==> src/rtl/exc_ctrl.sv <==
// Exception/interrupt controller: arbitrates undefined-instruction and masked external IRQs,
// latches ELR/ESR, holds Exc until acknowledged and blocks nesting until ERET.
module exc_ctrl #(
  parameter int unsigned N    = 64,
  parameter int unsigned NIRQ = 4
) (
  input  logic            clk,
  input  logic            reset,
  input  logic            instr_valid,
  input  logic            NotAnInstr,
  input  logic            ERet,
  input  logic [N-1:0]    pc_i,
  input  logic [NIRQ-1:0] ExtIRQ,
  input  logic [NIRQ-1:0] IrqMask,
  input  logic            ExcAck,
  output logic            Exc,
  output logic [NIRQ-1:0] ExtlAck,
  output logic [N-1:0]    ELR,
  output logic [3:0]      ESR,
  output logic            InHandler,
  output logic            DoubleFault
);

  typedef enum logic [1:0] {StRun, StTake, StHandler} state_e;

  state_e          state_q, state_d;
  logic [N-1:0]    elr_q, elr_d;
  logic [3:0]      esr_q, esr_d;
  logic [NIRQ-1:0] ack_q, ack_d;
  logic            dfault_q, dfault_d;

  logic [NIRQ-1:0] irq_req;
  logic            irq_any;
  logic            undef;
  logic [2:0]      irq_idx;

  assign irq_req = ExtIRQ & ~IrqMask;
  assign irq_any = |irq_req;
  // ERET in decode is never treated as an undefined opcode
  assign undef   = instr_valid & NotAnInstr & ~ERet;

  // Lowest-numbered unmasked line wins
  always_comb begin
    irq_idx = '0;
    for (int k = int'(NIRQ) - 1; k >= 0; k--) begin
      if (irq_req[k]) irq_idx = 3'(k);
    end
  end

  always_comb begin
    state_d  = state_q;
    elr_d    = elr_q;
    esr_d    = esr_q;
    ack_d    = '0;
    dfault_d = dfault_q;
    unique case (state_q)
      StRun: begin
        if (undef) begin
          elr_d   = pc_i;
          esr_d   = 4'b0001;
          state_d = StTake;
        end else if (irq_any) begin
          elr_d   = pc_i;
          esr_d   = {1'b1, irq_idx};
          state_d = StTake;
        end
      end
      StTake: begin
        if (ExcAck) begin
          state_d = StHandler;
          // ESR[3] marks an IRQ cause; its index selects the source to acknowledge
          if (esr_q[3]) ack_d = NIRQ'(1) << esr_q[2:0];
        end
      end
      StHandler: begin
        if (instr_valid && ERet) begin
          state_d = StRun;
        end else if (undef) begin
          dfault_d = 1'b1;
        end
      end
      default: state_d = StRun;
    endcase
  end

  always_ff @(posedge clk or posedge reset) begin
    if (reset) begin
      state_q  <= StRun;
      elr_q    <= '0;
      esr_q    <= '0;
      ack_q    <= '0;
      dfault_q <= 1'b0;
    end else begin
      state_q  <= state_d;
      elr_q    <= elr_d;
      esr_q    <= esr_d;
      ack_q    <= ack_d;
      dfault_q <= dfault_d;
    end
  end

  assign Exc         = (state_q == StTake);
  assign InHandler   = (state_q == StHandler);
  assign ExtlAck     = ack_q;
  assign ELR         = elr_q;
  assign ESR         = esr_q;
  assign DoubleFault = dfault_q;

endmodule
==> config.mk <==
export PLATFORM = sky130hd
export DESIGN_NAME = exc_ctrl
export DESIGN_NICKNAME = d
export VERILOG_FILES = /design/src/rtl/exc_ctrl.sv
export SDC_FILE = /design/constraint.sdc
export NUM_CORES = 1
export LEC_CHECK = 0
export BUFFER_PORTS_ARGS = -buffer_cell sky130_fd_sc_hd__buf_2
export CAP_MARGIN = 20
export CORE_MARGIN = 10
export CORE_UTILIZATION = 48
export DETAILED_ROUTE_END_ITERATION = 7
export PLACE_DENSITY_LB_ADDON = 0.08
export SETUP_SLACK_MARGIN = 0.2
export SLEW_MARGIN = 10
export SYNTH_ARGS = -nofsm -noshare
export SYNTH_HDL_FRONTEND = slang
export SYNTH_SLANG_ARGS = --single-unit
==> constraint.sdc <==
create_clock -name clk -period 6.5 [get_ports clk]
set_input_delay 1.3 -clock clk [delete_from_list [all_inputs] [get_ports clk]]
set_output_delay 1.3 -clock clk [all_outputs]
set_load 0.05 [all_outputs]
-- Yosys cells after proc, flatten, opt, wreduce, memory -nomap -nowiden
Index checks and enable logic that the tools add are counted.
- bits of input ports: 78
- word-level logic and storage cells: 40
- register bits: 75
- shifts and indexed selects: 1
- equal/unequal tests: 5
- mux-type cells: 16
- bitwise gates (word level): 6
- reductions and logical operators: 7
- operators by type and width (operator ; number):
    2-to-1 mux 64 bit ; 2
    2-to-1 mux 4 bit ; 5
    2-to-1 mux 2 bit ; 5
    2-to-1 mux 3 bit ; 3
    one-hot mux 2 bit (3 select lines) ; 1
    AND reduction 3 bit ; 2
    bitwise AND 4 bit ; 1
    inverter 4 bit ; 1
    OR reduction 4 bit ; 1
    left shift 1 x 3 -> 4 bit, first input constant ; 1
    != test 3 bit, second input constant ; 1
    bitwise AND 1 bit ; 2
    equality test 2 x 1 -> 1 bit, second input constant ; 1
    equality test 2 bit, second input constant ; 1
    logical NOT 2 bit ; 1
    != test 2 x 1 -> 1 bit, second input constant ; 1
    != test 2 bit, second input constant ; 1
    inverter 1 bit ; 2
    AND reduction 2 bit ; 1
    nonzero test 2 bit ; 1
    logical AND 1 bit ; 1

-- Logic depth before layout (Yosys ltp)
Gate-level depths: netlist (run 1).
- word-level depth: 8
- depth in mapped cells: 6
- depth with buffers taken out: 4

-- Worst setup path after synthesis (run 1)
No wires, ideal clock.
- path kind: input port to flip-flop
- start point: input port ExtIRQ[2]
- end point: register elr_q[3] (netlist: ELR[3])
- slack: 4.009 ns
- stages: 6
- setup time: 0.125 ns
- arrival time: 2.366 ns
- cell sequence: nor2b_1 nand2b_1 o21ai_4 buf_6 buf_8 mux2_4
- longest elaborated chain between the ends: 4
- RTL lines (what ; RTL line ; source):
    start, declared ; 13 ; input logic [NIRQ-1:0] ExtIRQ,
    bitwise AND 4 bit ; 37 ; assign irq_req = ExtIRQ & ~IrqMask;
    OR reduction 4 bit ; 38 ; assign irq_any = |irq_req;
    nonzero test 2 bit (no source line) ; - ;
    AND reduction 2 bit (no source line) ; - ;
    end signal, assigned ; 95 ; elr_q <= elr_d;
    end, declared ; 27 ; logic [N-1:0] elr_q, elr_d;
No other way between the ends.
A chain may end at the register's enable or synchronous reset.

-- Worst setup path in the final report (run 1)
- start point: input port instr_valid
- end point: register elr_q[54] (netlist: ELR[54])
- longest elaborated chain between the ends: 4
- elaborated cells between the ends (all ways): 5
- those cells by class: mux (1); bitwise (2); reduce/logical (2)
- RTL lines (what ; RTL line ; source):
    start, declared ; 9 ; input logic instr_valid,
    bitwise AND 1 bit (*) (2 in a row) ; 40 ; assign undef = instr_valid & NotAnInstr & ~ERet;
    nonzero test 2 bit (no source line) ; - ;
    AND reduction 2 bit (no source line) ; - ;
Every way passes the cells marked *; elsewhere a longest branch is shown, timed or not.

==> reports/summary.log, run 1 <==
[status] outcome complete, no violations
[critical_path] buffers and inverters on the worst path 2
[floorplan] Die H 98.1 um
[clock_network] CTS Buffer Depth 2
[detailed_routing] overall routed net length 7.19 mm
[clock_network] TritonCTS buffer count 9
[synth] number of warnings reported in the yosys synthesis log 0
[sta] unrepaired setup endpoints after global routing false
[floorplan] Die Footprint 0.00962 mm^2
[cells_and_area] commonest non-fill, non-tap cell in the layout buf_2
[sta] Fin. Hold Viols 0
[detailed_routing] drt wl/cell 17.4 um
[critical_path] cell family contributing the most delay on the critical path buffers and inverters
[cells_and_area] synthesis-to-layout area growth 33.1%
[sta] fraction of the cycle the final worst path needs 49.6%
[sta] setup clock skew after layout 0.00523 ns
[synth] post-synthesis net count 257
[detailed_routing] 1st-pass router iterations 4
[clock_network] sink count of the clock tree 74
[placement] placed cell count 399
[placement] Worst Setup Slack post-DPL 2.91 ns
[detailed_routing] detailed-route vias per instance 4.70
[cells_and_area] commonest non-fill, non-tap cells in the layout buf_2 (151), dfrtp_1 (74), mux2_2 (48)
[global_routing] vias in the first global route 2130
[placement] Detail Placement HPWL 5.60 mm
[critical_path] peak fanout along the critical path 45
[clock_network] hold buffer count at CTS 0
[clock_network] CTS Root Buffer Type clkbuf_8
[sta] clock period minus final worst setup slack 3.22 ns
[synth] syn avg cell area 16.3 um^2
[synth] count of state elements after synthesis 74
[sta] max-slew violation total from the final report 0
[hold_path] worst min-delay path class reg -> reg
[sta] Final Worst Setup Slack 3.28 ns
[cells_and_area] Final Net Count 413
[clock_network] Reg clk slew, reported paths 0.07 ns
[critical_path] library cell contributing the largest single delay on the critical path o21ai_4
[critical_path] Worst Setup End Kind flop
[cells_and_area] antenna diode count 0
[floorplan] std cell rows 28
[critical_path] worst-path cell chain buf_2 -> nand3b_1 -> nand3_2 -> o21ai_4 -> buf_4 -> mux2_2
[synth] sequential area share after synthesis 63.3%
[floorplan] IO Pins 153
[global_routing] remaining global-route overflow 0
[floorplan] horizontal die dimension 98.1 um
[sta] relative slew slack 39.8%
[clock_network] post-CTS repair timing setup buffer count 0
[global_routing] pin count of the biggest net entering global routing 75
[placement] number of buffers inserted by port buffering 151
[synth] Netlist cell types 24
[detailed_routing] residual antenna-violating net count after detailed routing 0
[cells_and_area] non-filler instance count after layout 414
[sta] maximum operating frequency 310 MHz
[detailed_routing] DRC marker count from the first detailed-route iteration 43
[critical_path] critical path class in -> reg
[clock_network] post_cts resized 0
[sta] transition time of the tightest slew-check pin 0.903 ns
[detailed_routing] DRC Markers 0
[sta] sum of negative setup slack 0 ns
[critical_path] critical path required time 6.71 ns
[cells_and_area] fraction of layout cells with a size suffix above 1 69.6%
[clock_network] clock tree from TritonCTS yes
[synth] post-synthesis cell area 0.00293 mm^2
[run] number of max-cap violations 0
[placement] gp weighted congestion 0.673
[global_routing] global-route wire length before repair 11.5 mm
[floorplan] area of the core region 0.00592 mm^2
[floorplan] starting density of the core 49.4%
[critical_path] CP Launch Type input pin
[global_routing] number of antenna violations at the first check in global routing 0
[global_routing] combined global-route utilization of all metal layers 14.9%
[synth] count of mapped cells out of synthesis 179
[sta] # setup viols final 0
[clock_network] count of H-tree levels built during CTS 3
[clock_network] Clk Latency, worst-skew pair 0.33 ns
[critical_path] Arr. time, crit path 3.43 ns
[critical_path] maximum single-stage delay on the critical path 0.65 ns
[detailed_routing] via count 1946
[registers in the layout, indices dropped and copies added, names as in the netlist]
name	count
ELR	64
ExtlAck	4
ESR	3
state_q	2
DoubleFault	1
[synth_stat cells]
cell	number	area, um^2
mux2_2	48	541
nand3b_1	1	7.51
dfrtp_1	74	1850
buf_4	5	37.5
and3_1	1	6.26
buf_6	1	11.3
a22o_1	1	8.76
nand2_1	3	11.3
nor2_1	4	15.0
mux2i_1	1	10.0
buf_8	1	15.0
nand3_2	1	10.0
buf_12	1	20.0
nor2b_1	3	18.8
conb_1	1	3.75
o21ai_0	2	10.0
o21ai_4	1	16.3
nand2b_1	4	25.0
inv_1	4	15.0
mux2_4	17	255
a21oi_1	1	5.00
nor4b_1	1	8.76
nor3b_1	1	7.51
a21o_1	2	15.0
[final cells by class]
class                   instances  area (um^2)
fillers                       474         2030
clock buffers                  13          179
repair buffers                153          771
multi-input cells              93          975
inverters                       4         15.0
clock inverters                 2         10.0
well taps                      75         93.8
flip-flops and latches         74         1850
[kinds of logic (layout without fill, tap and decap cells)]
family	count (synthesis)	in the layout	share of synthesized area (%)
DFF	74	74	63.3
AOI/OAI and AO/OA	7	7	1.88
other	1	1	0.128
buffers and inverters	12	172	3.38
and+or+nand+nor	19	19	3.76
muxes	66	66	27.5
[stage by stage]
| step | hold WS [ns] | utilization, % | instance area (um^2) |
|---|---|---|---|
| floorplan | 0.587 | - | 2930 |
| global placement | 0.440 | 62.6 | 3710 |
| detailed placement | 0.448 | 62.6 | 3710 |
| CTS | 0.473 | 65.8 | 3890 |
| global route | 0.488 | 65.8 | 3890 |
| finish | 0.464 | 65.8 | 3890 |
[final timing paths]
path,slack (ns),cells past startpoint,to,start
worst min-delay path,0.46,1,DoubleFault,DoubleFault
worst min register to register,0.46,1,DoubleFault,DoubleFault
min in group asynchronous,1.24,3,ELR[46],reset
worst max-delay path,3.28,6,ELR[54],instr_valid
max in group asynchronous,4.68,3,ELR[10],reset
worst max register to register,4.53,4,ELR[54],state_q[1]
[layer usage]
metal	global-route usage (%)	part of all wire, %
met5	0	0
met4	3.80	0.75
met3	9.51	12
met2	23.3	48
met1	16.6	38
Power of run 1 is not shown: default switching activity piles up to over one toggle a cycle in this logic, so the estimate is an artifact.
==> run 2, diff against run 1 <==
--- a/config.mk
+++ b/config.mk
@@ -8,7 +8,7 @@
 export BUFFER_PORTS_ARGS = -buffer_cell sky130_fd_sc_hd__buf_2
 export CAP_MARGIN = 20
 export CORE_MARGIN = 10
-export CORE_UTILIZATION = 48
+export CORE_UTILIZATION = 45
 export DETAILED_ROUTE_END_ITERATION = 7
 export PLACE_DENSITY_LB_ADDON = 0.08
 export SETUP_SLACK_MARGIN = 0.2
==> constraint.sdc (replaced) <==
create_clock -name clk -period 3.1 [get_ports clk]
set_input_delay 0.62 -clock clk [delete_from_list [all_inputs] [get_ports clk]]
set_output_delay 0.62 -clock clk [all_outputs]
set_load 0.05 [all_outputs]
==> run 2 against run 1 <==
Compared with the run above: count of clock-buffer cells in the layout unchanged; largest cell class unchanged; die area increased by 5.3%; first-iteration DRC count shrank 30%; utilization decreased by 3.7 points; global-route usage decreased by 1.1 points; register-to-register slack worse by 3.0 ns; clock skew increased by 0.0016 ns; highest routed layer unchanged; non-clock buffer count rose by 1; critical endpoint is now Exc; critical path type is now reg -> out.
==> reports/summary.log, run 2 (synthesized netlist as in run 1, its figures left out) <==
[sta] relative slew slack 51.9%
[hold_path] worst min-delay path class in -> async
[floorplan] starting density of the core 46.1%
[placement] number of buffers inserted by port buffering 151
[cells_and_area] Final Net Count 414
[sta] # setup viols final 0
[cells_and_area] number of flip-flops under the largest register name 64
[cells_and_area] cell area after layout 0.00394 mm^2
[sta] Fin. Hold Viols 0
[global_routing] number of antenna violations at the first check in global routing 0
[global_routing] combined global-route utilization of all metal layers 13.8%
[floorplan] std cell rows 29
[cells_and_area] antenna diode count 0
[clock_network] post-CTS repair timing setup buffer count 0
[global_routing] global-route wire length before repair 11.0 mm
[detailed_routing] via count 1977
[sta] maximum operating frequency 519 MHz
[cells_and_area] synthesis-to-layout area growth 34.8%
[clock_network] post_cts resized 0
[cells_and_area] register area 0.00185 mm^2
[clock_network] sink count of the clock tree 74
[run] number of max-cap violations 0
[clock_network] hold buffer count at CTS 0
[sta] max-slew violation total from the final report 0
[floorplan] Die H 101 um
[detailed_routing] 1st-pass router iterations 4
[sta] Final Hold Slack 0.402 ns
[detailed_routing] detailed-route vias per instance 4.73
[sta] unrepaired setup endpoints after global routing false
[clock_network] CTS Root Buffer Type clkbuf_8
[critical_path] critical path class reg -> out
[cells_and_area] filler instances 533
[critical_path] CP Launch Type flop
[critical_path] cells on worst reg2reg path 4
[critical_path] peak fanout along the critical path 4
[floorplan] Die Footprint 0.0101 mm^2
[cells_and_area] commonest non-fill, non-tap cells in the layout buf_2 (151), dfrtp_1 (74), mux2_2 (48)
[floorplan] IO Pins 153
[detailed_routing] residual antenna-violating net count after detailed routing 0
[sta] clock period minus final worst setup slack 1.93 ns
[sta] fraction of the cycle the final worst path needs 62.2%
[clock_network] clock tree from TritonCTS yes
[floorplan] horizontal die dimension 101 um
[cells_and_area] commonest non-fill, non-tap cell in the layout buf_2
[critical_path] Worst Setup End Kind output port
[global_routing] pin count of the biggest net entering global routing 42
[floorplan] area of the core region 0.00635 mm^2
[detailed_routing] DRC Markers 0
[sta] sum of negative setup slack 0 ns
[clock_network] count of H-tree levels built during CTS 3
[critical_path] critical path required time 2.48 ns
[detailed_routing] drt wl/cell 17.0 um
[clock_network] Reg clk slew, reported paths 0.08 ns
[sta] setup clock skew after layout 0.00682 ns
[detailed_routing] DRC marker count from the first detailed-route iteration 30
[status] outcome complete, no violations
[global_routing] vias in the first global route 2172
[cells_and_area] share of the core filled with cells 62.1%
[global_routing] remaining global-route overflow 0
[clock_network] CTS Buffer Depth 2
[clock_network] Clk Latency, worst-skew pair 0.33 ns
[sta] transition time of the tightest slew-check pin 0.720 ns
[critical_path] Arr. time, crit path 1.31 ns
[critical_path] launch point of the worst reg-to-reg path state_q[0]
[critical_path] reg-to-reg slack, setup 1.58 ns
[cells_and_area] fraction of layout cells with a size suffix above 1 69.5%
[detailed_routing] overall routed net length 7.11 mm
[clock_network] TritonCTS buffer count 9
[cells_and_area] area used by multi-input combinational logic 975 um^2
[critical_path] critical register-to-register path endpoint ELR[56]
[placement] total placed instance area 0.00373 mm^2
[placement] Detail Placement HPWL 5.57 mm
[placement] gp weighted congestion 0.713
==> run 2: cell types whose count changed in the layout (fill, tap and decap cells not counted) <==
cell        change
clkbuf_8        -1
clkinv_4        +1
buf_12          +1
clkbuf_1        +1
clkinvlp_4      +1
bufinv_16       +1
clkinv_2        -2
==> run 2: cell type report <==
class	count	share of cell area [%]
clock inverters	3	1.17
clock buffers	13	4.28
well taps	77	2.44
multi-input cells	93	24.7
repair buffers	154	20.1
inverters	4	0.381
flip-flops and latches	74	47.0
==> run 2: how the worst max path moves through the flow <==
stage	from	endpoint	slack, ns	depth (start not counted)
final	state_q[0]	Exc	1.17	2
after global routing	state_q[0]	Exc	1.07	2
after CTS	state_q[0]	Exc	1.15	2
after detailed placement	ExtIRQ[2]	ELR[55]	0.94	6
after global placement	ExtIRQ[2]	ELR[35]	0.97	6
after floorplan	reset	DoubleFault	0.60	1
==> run 2: worst max-delay path: stages (launching register included) <==
cell and delay, ns:
dfrtp_1 0.40, nor2b_1 0.26, buf_2 0.32
==> run 2: metal layers <==
metal	global-route usage [%]	wire, um	up-vias
li1	-	-	924
met4	6.63	147	0
met3	7.06	864	13
met5	0	0	-
met1	15.2	2730	949
met2	21.5	3370	91
==> run 2: metrics by stage <==
stage | setup WS [ns] | std cells
final | 1.17 | 418
after detailed placement | 0.943 | 402
after global placement | 0.965 | 402
after floorplan | 0.598 | 179
after CTS | 1.15 | 418
after global routing | 1.07 | 418
Power of run 2 is left out for the same reason.
